**config.mk**
```make
export PLATFORM = sky130hd
export DESIGN_NAME = data_buffer
export DESIGN_NICKNAME = d
export VERILOG_FILES = /design/src/rtl/data_buffer.sv
export SDC_FILE = /design/constraint.sdc
export NUM_CORES = 1
export LEC_CHECK = 0
export BUFFER_PORTS_ARGS = -buffer_cell sky130_fd_sc_hd__buf_2
export CAP_MARGIN = 20
export CORE_ASPECT_RATIO = 0.75
export CORE_UTILIZATION = 35
export DETAILED_ROUTE_END_ITERATION = 8
export PLACE_DENSITY = 0.49
export SLEW_MARGIN = 25
export SYNTH_ARGS = -nofsm -noshare
export SYNTH_HDL_FRONTEND = slang
export SYNTH_SLANG_ARGS = --single-unit
export TNS_END_PERCENT = 50
```
**constraint.sdc**
```tcl
create_clock -name clk -period 3.65 [get_ports clk]
set_input_delay 0.73 -clock clk [delete_from_list [all_inputs] [get_ports clk]]
set_output_delay 0.73 -clock clk [all_outputs]
set_load 0.01 [all_outputs]
```
**src/rtl/data_buffer.sv**
```systemverilog
// data_buffer: shared 64x8 circular FIFO between the AHB and USB sides.
// Sticky overflow/underflow tracking is built only with DATA_BUFFER_ERR_FLAGS_EN.
module data_buffer (
  input  logic       clk,
  input  logic       rst,
  input  logic       clear,
  input  logic       store_tx_data,
  input  logic [7:0] tx_data,
  input  logic       get_rx_data,
  output logic [7:0] rx_data,
  input  logic       store_rx_packet_data,
  input  logic [7:0] rx_packet_data,
  input  logic       get_tx_packet_data,
  output logic [7:0] tx_packet_data,
  output logic [6:0] buffer_occupancy,
  output logic       buffer_overflow,
  output logic       buffer_underflow
);
  logic [7:0] r_mem [64];
  logic [5:0] r_wr_ptr, r_rd_ptr;
  logic [6:0] r_occ;
  logic       w_push, w_pop_req, w_empty, w_full, w_pop, w_wr;
  logic [7:0] w_wdata, w_head;
  assign w_push    = store_tx_data | store_rx_packet_data;
  assign w_pop_req = get_rx_data | get_tx_packet_data;
  assign w_empty   = r_occ == 7'd0;
  assign w_full    = r_occ == 7'd64;
  assign w_pop     = w_pop_req & ~w_empty;
  // a push into a full buffer is only taken when a pop frees the slot in the same cycle
  assign w_wr      = w_push & (~w_full | w_pop);
  assign w_wdata   = store_tx_data ? tx_data : rx_packet_data;
  assign w_head    = w_empty ? 8'h00 : r_mem[r_rd_ptr];
  assign rx_data          = w_head;
  assign tx_packet_data   = w_head;
  assign buffer_occupancy = r_occ;
  always_ff @(posedge clk)
    if (!clear && w_wr) r_mem[r_wr_ptr] <= w_wdata;
  always_ff @(posedge clk or posedge rst)
    if (rst) begin
      r_wr_ptr <= '0;
      r_rd_ptr <= '0;
      r_occ    <= '0;
    end else if (clear) begin
      r_wr_ptr <= '0;
      r_rd_ptr <= '0;
      r_occ    <= '0;
    end else begin
      if (w_wr) r_wr_ptr <= r_wr_ptr + 6'd1;
      if (w_pop) r_rd_ptr <= r_rd_ptr + 6'd1;
      if (w_wr != w_pop) r_occ <= w_wr ? r_occ + 7'd1 : r_occ - 7'd1;
    end
`ifdef DATA_BUFFER_ERR_FLAGS_EN
  logic r_ovf, r_unf;
  always_ff @(posedge clk or posedge rst)
    if (rst) begin
      r_ovf <= 1'b0;
      r_unf <= 1'b0;
    end else if (clear) begin
      r_ovf <= 1'b0;
      r_unf <= 1'b0;
    end else begin
      if ((store_tx_data & store_rx_packet_data) | (w_push & ~w_wr)) r_ovf <= 1'b1;
      if (w_pop_req & w_empty) r_unf <= 1'b1;
    end
  assign buffer_overflow  = r_ovf;
  assign buffer_underflow = r_unf;
`else
  assign buffer_overflow  = 1'b0;
  assign buffer_underflow = 1'b0;
`endif
endmodule
```
==> results.cfg, run 1 <==
[status]
status = finished, final reports clean

[sta]
worst_slew_margin_rel_pct = 41.8
finalSetupViolCount = 0
period_needed_ns = 3.60
fin_crit_sh_pct = 98.6
hold_violations = 0
rsz0062_at_grt = true
worst_slack_ns = 0.0516
maxSlewViolCount = 0
worst_pin_slew_ns = 0.872
max_freq_ghz = 0.278
tns_ns = 0
finalClockSkew_ns = 0.0223

[logic_synthesis]
synth_edf_count = 512
ys_seq_area_share_pct = 74.5
yosys.area_share.adder_pct = 0.565
avgSynthCellArea_um2 = 19.5
synth_top_area_share_pct = 72.3
ys_seq_elements = 531
synth_compound_area_share_pct = 3.45
ys_types = 55
synth_simple_gate_area_share_pct = 4.14
postSynthCellCount = 1092
synthFlopType = edfxtp_1
synth_top_family_by_area = multiplexers
synthMuxAreaShare_pct = 14.9
synth-xor-area-share_pct = 0.571
synth_area_leader_cell = edfxtp_1
synth.area.top_cells = edfxtp_1, mux4_2, dfrtp_1
synthArstFlopShare_pct = 3.58
yosysWarnings = 0
syn-cell-area_um2 = 21300

[critical_path]
crit_path_end_kind = primary output
startpoint_type = flop
crit_type = flop to primary output
cp.required_ns = 2.92
cp_max_fo = 12
cp.arrival_ns = 2.87

[floorplanning]
dieArea_um2 = 61800
io_pins = 48
die_x_um = 287
die_y_um = 216
core-area_um2 = 59500
fp-row-count = 77
start_util_pct = 35.7

[grt]
grt_overflow = 0
antenna_found_initial = 0
grt_max_degree = 65
grt_pass1_vias = 10800
grt_use_total_pct = 17.2
grt_pass1_wl_um = 76700

[drt]
wirelength_um = 52800
routedWlPerCell_um = 25.2
vias = 10900
ant_nets = 0
first_pass_iters = 5
drtIter0Drc = 992
viasPerCell = 5.18
drc = 0

[clock_network]
cts.sinks = 531
ctsLongestPathBuffers = 3
clock_latency_ns = 0.60
cts-root-buf = clkbuf_16
cts_tree = built
cts-buffers-inserted = 53
clk_pin_slew_ns = 0.06
htree_levels = 2

[finish]
nets = 1299
drive_gt1_share_pct = 35.4
fin_area_um2 = 25600
utilization_pct = 43.0
areaGrowthSynthToFinish_pct = 20.4
diodes = 0

[power_and_ir_drop]
irDropWorstVdd_mv = 0.336
cellLeakagePower_nw = 8.27
powerDensity_nw_per_um2 = 617
power_w = 0.0158

[job]
max_cap_violations = 0

[placed_design]
io_buffer_count = 45
place_ws_ns = 0.359
place_area_um2 = 23200
hpwl_um = 33200
gp_congestion = 0.849

[worst_hold_path]
hold_class = input port to async pin
## through the flow
| stage | hold WS (ns) | instances |
|---|---|---|
| 3_3_place_gp | 0.566 | 1974 |
| 5_1_grt | 0.371 | 2099 |
| 3_5_place_dp | 0.569 | 1974 |
| 2_1_floorplan | 0.552 | 1093 |
| 4_1_cts | 0.310 | 2089 |
| 6_report | 0.321 | 2099 |
## routing by layer
metal	vias up	global-route usage, %	wire, um	part of all wire, %
met4	0	4.06	1040	2.0
li1	4793	-	-	-
met1	5736	26.6	25500	48
met5	-	0	0	0
met3	73	3.05	2680	5.1
met2	280	25.1	23600	45
## report_power, final
part	internal, W	switching, W
sequential	0.00679	0.0000899
clock	0.00327	0.00227
combinational	0.00161	0.00178
## registers in the layout, indices dropped and copies added (netlist names)
register,flops
buffer_occupancy,7
r_mem,512
r_rd_ptr,6
r_wr_ptr,6
## synth_stat cells, types with 19 or more instances
cell type	instances
nand3_1	19
mux4_2	118
mux2i_1	21
dfrtp_1	19
clkbuf_1	20
nor2_1	94
nand2_1	22
edfxtp_1	512
a21oi_1	27
buf_2	29
mux2_2	26
a22oi_1	20
## worst max-delay path, cell delays in order (launching register included)
cell and delay (ns):
dfrtp_4 0.47, buf_12 0.14, buf_16 0.16, mux4_2 0.56
o22ai_4 0.19, nor2_1 0.11, a211oi_1 0.25, buf_4 0.18
a21oi_2 0.05, buf_2 0.15
## cell usage in the layout (no fill, tap or decap), drive strengths merged, types with 20 or more instances in the layout
cell type,Yosys,layout
nor2,94,94
buf,50,186
mux2,27,27
mux4,118,118
a21oi,27,27
mux2i,21,21
nand2,22,22
edfxtp,512,512
a22oi,20,20
clkbuf,20,75
## final cells by class
type                            instances  area, um2
Inverter                                9       33.8
Multi-Input combinational cell        483       5320
Sequential cell                       531      15900
Fill cell                            5228      33900
Timing Repair Buffer                  189       1660
Tap cell                              790        988
Clock inverter                         23        299
Clock buffer                           74       1460
## path summary, 6_finish.rpt
| check | from | to | slack, ns | depth (start not counted) |
|---|---|---|---|---|
| max | r_rd_ptr[0] | rx_data[7] | 0.05 | 9 |
| min | rst | r_wr_ptr[1] | 0.32 | 2 |
| max in group asynchronous | rst | r_rd_ptr[2] | 2.69 | 2 |
| max reg2reg | buffer_occupancy[2] | buffer_occupancy[6] | 0.81 | 10 |
| min in group clk | clear | r_rd_ptr[2] | 0.47 | 2 |
| min reg2reg | buffer_occupancy[4] | buffer_occupancy[4] | 0.59 | 1 |
## cells by family (layout without fill, tap and decap cells)
kind of cell,count (synthesis),in the layout
multiplexers,166,166
flip-flops,531,531
XOR/XNOR,13,13
AND/OR/NAND/NOR,187,187
other,1,2
buffers and inverters,79,295
AO/OA/AOI/OAI,106,106
adder cells (fa/ha/maj),9,9
## timing repair
action / CTS / global route
pin swaps: 4 / 9
cloned: 2 / 1
gates resized for setup: 38 / 30
setup endpoints to repair: 16 / 16
hold buffers: 0 / 0
buffers inserted: 16 / 9
Power figures use the tool's default switching activity.
==> inputs of run 2 (changes only) <==
--- a/config.mk
+++ b/config.mk
@@ -10,7 +10,7 @@
 export CORE_ASPECT_RATIO = 0.75
 export CORE_UTILIZATION = 35
 export DETAILED_ROUTE_END_ITERATION = 8
-export PLACE_DENSITY = 0.49
+export PLACE_DENSITY = 0.57
 export SLEW_MARGIN = 25
 export SYNTH_ARGS = -nofsm -noshare
 export SYNTH_HDL_FRONTEND = slang
==> results.cfg, run 2 (synthesized netlist as in run 1, its figures left out) <==
[drt]
vias = 11100
highest_layer = met4
drc = 0
wl_met3_um = 3100
viasPerCell = 5.28
routedWlPerCell_um = 24.3
wl_met2_um = 22900
wirelength_um = 51000
drtIter0Drc = 1162
ant_nets = 0
wl_met1_um = 24100
first_pass_iters = 6

[sta]
max_freq_ghz = 0.275
tns_ns = 0
fin_hold_ws_ns = 0.309
fin_crit_sh_pct = 99.6
worst_pin_slew_ns = 0.829
finalSetupViolCount = 0
worst_slack_ns = 0.0152
rsz0062_at_grt = true
hold_violations = 0
finalClockSkew_ns = 0.0251
maxSlewViolCount = 0
period_needed_ns = 3.63
worst_slew_margin_rel_pct = 44.7

[grt]
grt_use_total_pct = 16.5
grt_overflow = 0
grt_max_degree = 65
antenna_found_initial = 0
grt_pass1_wl_um = 75200
grt_pass1_vias = 11200

[clock_network]
htree_levels = 2
clk_pin_slew_ns = 0.06
clock_latency_ns = 0.60
cts-buffers-inserted = 51
ctsLongestPathBuffers = 3
cts-root-buf = clkbuf_16
cts.sinks = 531
cts_tree = built
hold_buffers = 0

[placed_design]
gp_congestion = 0.809
io_buffer_count = 45
place_ws_ns = 0.286
hpwl_um = 31600

[power_and_ir_drop]
power_w = 0.0154
cellLeakagePower_nw = 8.24
powerDensity_nw_per_um2 = 605
irDropWorstVdd_mv = 0.352

[critical_path]
cp_max_fo = 6
crit_type = flop to primary output
startpoint_type = flop
crit_path_end_kind = primary output
cp.arrival_ns = 2.90
cp.required_ns = 2.92

[finish]
diodes = 0
drive_gt1_share_pct = 35.2
layout_common_cells = edfxtp_1, buf_4, mux4_2, nor2_1, clkbuf_16
largest_register = r_mem
largest_reg_flops = 512
final_common_cell = edfxtp_1
areaGrowthSynthToFinish_pct = 20.1
nets = 1299

[floorplanning]
die_y_um = 216
fp-row-count = 77
die_x_um = 287
io_pins = 48
core-area_um2 = 59500
start_util_pct = 35.7
dieArea_um2 = 61800

[worst_hold_path]
hold_class = input port to async pin

[status]
status = finished, final reports clean

[job]
max_cap_violations = 0
## run 2: changes by cell type in the layout (fill, tap and decap cells not counted), moves of 4 or more
cell | before | now
a22oi_1 | 11 | 5
clkinv_2 | 4 | 10
clkbuf_1 | 16 | 9
clkinv_1 | 7 | 13
a22oi_2 | 9 | 15
clkbuf_8 | 5 | 0
o21ai_0 | 9 | 3
o21ai_1 | 6 | 10
## run 2: final cells by class
type | count | area, um2
fillers | 5239 | 34000
flip-flops and latches | 531 | 15900
multi-input cells | 483 | 5310
repair buffers | 191 | 1680
clock buffers | 61 | 1340
well taps | 790 | 988
clock inverters | 33 | 320
inverters | 9 | 33.8
## run 2: worst paths after layout
kind	startpoint	endpoint	slack, ns	cells past startpoint
setup / recovery	r_rd_ptr[0]	rx_data[5]	0.02	9
hold / removal	rst	buffer_occupancy[6]	0.31	2
setup reg to reg	buffer_occupancy[0]	buffer_occupancy[6]	0.71	10
hold reg to reg	buffer_occupancy[4]	buffer_occupancy[4]	0.60	1
max in group asynchronous	rst	r_rd_ptr[2]	2.73	2
min in group clk	clear	r_wr_ptr[3]	0.48	2
## run 2: worst max-delay path, stage by stage, from the launching register on
cell and delay [ns]:
dfrtp_4 0.49, buf_8 0.15, buf_12 0.13, buf_6 0.11, mux4_2 0.45, a22oi_2 0.20
nand4_1 0.23, a22oi_2 0.33, a21oi_2 0.07, buf_2 0.15
## run 2: where the power goes
group | internal, W | total, W | switching (W) | leakage, nW
sequential | 0.00679 | 0.00687 | 0.0000710 | 4.85
combinational | 0.00161 | 0.00332 | 0.00171 | 2.58
clock | 0.00303 | 0.00526 | 0.00223 | 0.812
## run 2: timing repair
item | 4_1_cts | 5_1_grt
setup endpoints to repair | 16 | 16
pin swaps | 7 | 22
setup buffers | 7 | 20
hold endpoints to repair | 0 | 0
cloned | 3 | 3
gates resized for setup | 42 | 45
## run 2: per-layer routing
layer | track usage (%) | up-vias
met2 | 24.3 | 317
met5 | 0 | -
li1 | - | 4795
met1 | 25.1 | 5890
met3 | 2.99 | 68
met4 | 4.21 | 0
## run 2: stage by stage
| stage | cells | utilization, % | area (um2) |
|---|---|---|---|
| 2_1_floorplan | 1093 | - | 21300 |
| 3_3_place_gp | 1971 | 38.8 | 23100 |
| 3_5_place_dp | 1971 | 38.8 | 23100 |
| 4_1_cts | 2075 | 42.2 | 25100 |
| 5_1_grt | 2098 | 42.9 | 25500 |
| 6_report | 2098 | 42.9 | 25500 |
==> inputs of run 3 (changes only) <==
--- a/config.mk
+++ b/config.mk
@@ -7,10 +7,12 @@
 export LEC_CHECK = 0
 export BUFFER_PORTS_ARGS = -buffer_cell sky130_fd_sc_hd__buf_2
 export CAP_MARGIN = 20
+export CELL_PAD_IN_SITES_DETAIL_PLACEMENT = 0
+export CELL_PAD_IN_SITES_GLOBAL_PLACEMENT = 1
 export CORE_ASPECT_RATIO = 0.75
 export CORE_UTILIZATION = 35
 export DETAILED_ROUTE_END_ITERATION = 8
-export PLACE_DENSITY = 0.57
+export PLACE_DENSITY = 0.58
 export SLEW_MARGIN = 25
 export SYNTH_ARGS = -nofsm -noshare
 export SYNTH_HDL_FRONTEND = slang
==> results.cfg, run 3 (synthesized netlist as in run 1, its figures left out) <==
[grt]
met2_usage_pct = 25.4
grt_use_met1_pct = 27.7
antenna_found_initial = 0
top_usage_layer = met1
grt_overflow = 0
grt_pass1_wl_um = 78700
grtUsageMet3_pct = 3.00
grt_max_degree = 47
grt_use_total_pct = 17.7
grt_pass1_vias = 11100

[drt]
routedWlPerCell_um = 25.9
viasPerCell = 5.32
first_pass_iters = 5
ant_nets = 0
drc = 0
drtIter0Drc = 1052
wirelength_um = 53800
vias = 11000

[floorplanning]
fp-row-count = 77
io_pins = 48
core-area_um2 = 59500
start_util_pct = 35.7
die_x_um = 287
die_y_um = 216
dieArea_um2 = 61800

[clock_network]
cts-buffers-inserted = 51
clk_pin_slew_ns = 0.06
hold_buffers = 0
cts.sinks = 531
cts-root-buf = clkbuf_16
htree_levels = 2
clock_latency_ns = 0.60
cts_tree = built
ctsLongestPathBuffers = 3

[power_and_ir_drop]
p_comb_share_pct = 21.5
switchingPower_w = 0.00402
irDropWorstVdd_mv = 0.340
seq_power_share_pct = 45.4
p_sw_share_pct = 26.5
powerDensity_nw_per_um2 = 601
p_clk_share_pct = 33.1
cellLeakagePower_nw = 8.06
p_int_w = 0.0112

[sta]
period_needed_ns = 3.60
max_freq_ghz = 0.278
finalClockSkew_ns = 0.0225
maxSlewViolCount = 0
worst_slack_ns = 0.0496
hold_violations = 0
fin_crit_sh_pct = 98.6
fin_hold_ws_ns = 0.274
worst_slew_margin_rel_pct = 30.2
finalSetupViolCount = 0
worst_pin_slew_ns = 1.05
rsz0062_at_grt = true
tns_ns = 0

[critical_path]
crit_path_end_kind = primary output
cp_max_fo = 7
cp.arrival_ns = 2.87
startpoint_type = flop
cp.required_ns = 2.92
crit_type = flop to primary output

[finish]
areaGrowthSynthToFinish_pct = 18.8
final_cell_count_no_fill = 2074
nets = 1279
layout_common_cells = edfxtp_1, mux4_2, buf_4, nor2_1, clkbuf_16
drive_gt1_share_pct = 35.3
utilization_pct = 42.4
largest_reg_flops = 512
final_common_cell = edfxtp_1
largest_register = r_mem
diodes = 0

[placed_design]
io_buffer_count = 45
hpwl_um = 34600
placed_cells = 1965
gp_congestion = 0.809
place_ws_ns = 0.161

[job]
max_cap_violations = 0

[worst_hold_path]
hold_class = input port to async pin

[status]
status = finished, final reports clean
run 3: cell count changes in the layout (fill, tap and decap cells not counted), sizes merged:
cell	change
buf	-16
bufinv	-4
clkinv	-3
bufbuf	-1
clkbuf	+1
inv	-1
run 3: through the flow:
stage          power [W]  cell area [um2]
2_1_floorplan    0.00885            21300
3_3_place_gp     0.00985            23000
3_5_place_dp     0.00985            23000
4_1_cts           0.0152            25100
5_1_grt           0.0158            25300
6_report          0.0152            25300
run 3: timing repair:
item                                    in CTS  in global routing
pin swaps                                   21                 17
endpoints found under the setup margin      16                 16
buffers inserted                            15                  4
endpoints found under the hold margin        0                  0
gates resized for setup                     64                 36
cloned                                       2                  0
run 3: cell type report:
| type | instances | area, um2 |
|---|---|---|
| clock buffers | 65 | 1370 |
| fillers | 5214 | 34300 |
| multi-input cells | 483 | 5360 |
| repair buffers | 171 | 1460 |
| inverters | 9 | 33.8 |
| flip-flops and latches | 531 | 15900 |
| well taps | 790 | 988 |
| clock inverters | 25 | 183 |
run 3: power groups by stage:
stage | combinational, W | clock (W) | sequential (W)
floorplan | 0.00189 | 0 | 0.00697
global placement | 0.00278 | 0 | 0.00706
detailed placement | 0.00278 | 0 | 0.00707
CTS | 0.00321 | 0.00514 | 0.00689
global route | 0.00348 | 0.00539 | 0.00689
finish | 0.00326 | 0.00503 | 0.00689
run 3: critical path: stages (launching register included):
cell and delay, ns:
dfrtp_4 0.49, buf_12 0.16, buf_8 0.13, buf_12 0.12, mux4_2 0.44, a22oi_2 0.17, nand4_1 0.16, a22oi_2 0.24
buf_4 0.17, a21oi_4 0.04, buf_2 0.14
run 3: worst paths after layout:
| check | endpoint | from | cells after the start | slack (ns) |
|---|---|---|---|---|
| setup / recovery | tx_packet_data[4] | r_rd_ptr[0] | 10 | 0.05 |
| hold reg to reg | buffer_occupancy[4] | buffer_occupancy[4] | 1 | 0.59 |
| hold / removal | r_wr_ptr[5] | rst | 2 | 0.27 |
| min in group clk | r_wr_ptr[5] | clear | 3 | 0.53 |
| setup reg to reg | buffer_occupancy[6] | buffer_occupancy[0] | 10 | 0.65 |
| max in group asynchronous | r_rd_ptr[1] | rst | 2 | 2.81 |
run 3: per-layer routing:
layer / part of all wire [%] / routed length (um)
met1: 49 / 26300
met2: 44 / 23600
met3: 5.8 / 3120
met4: 1.6 / 847
met5: 0 / 0
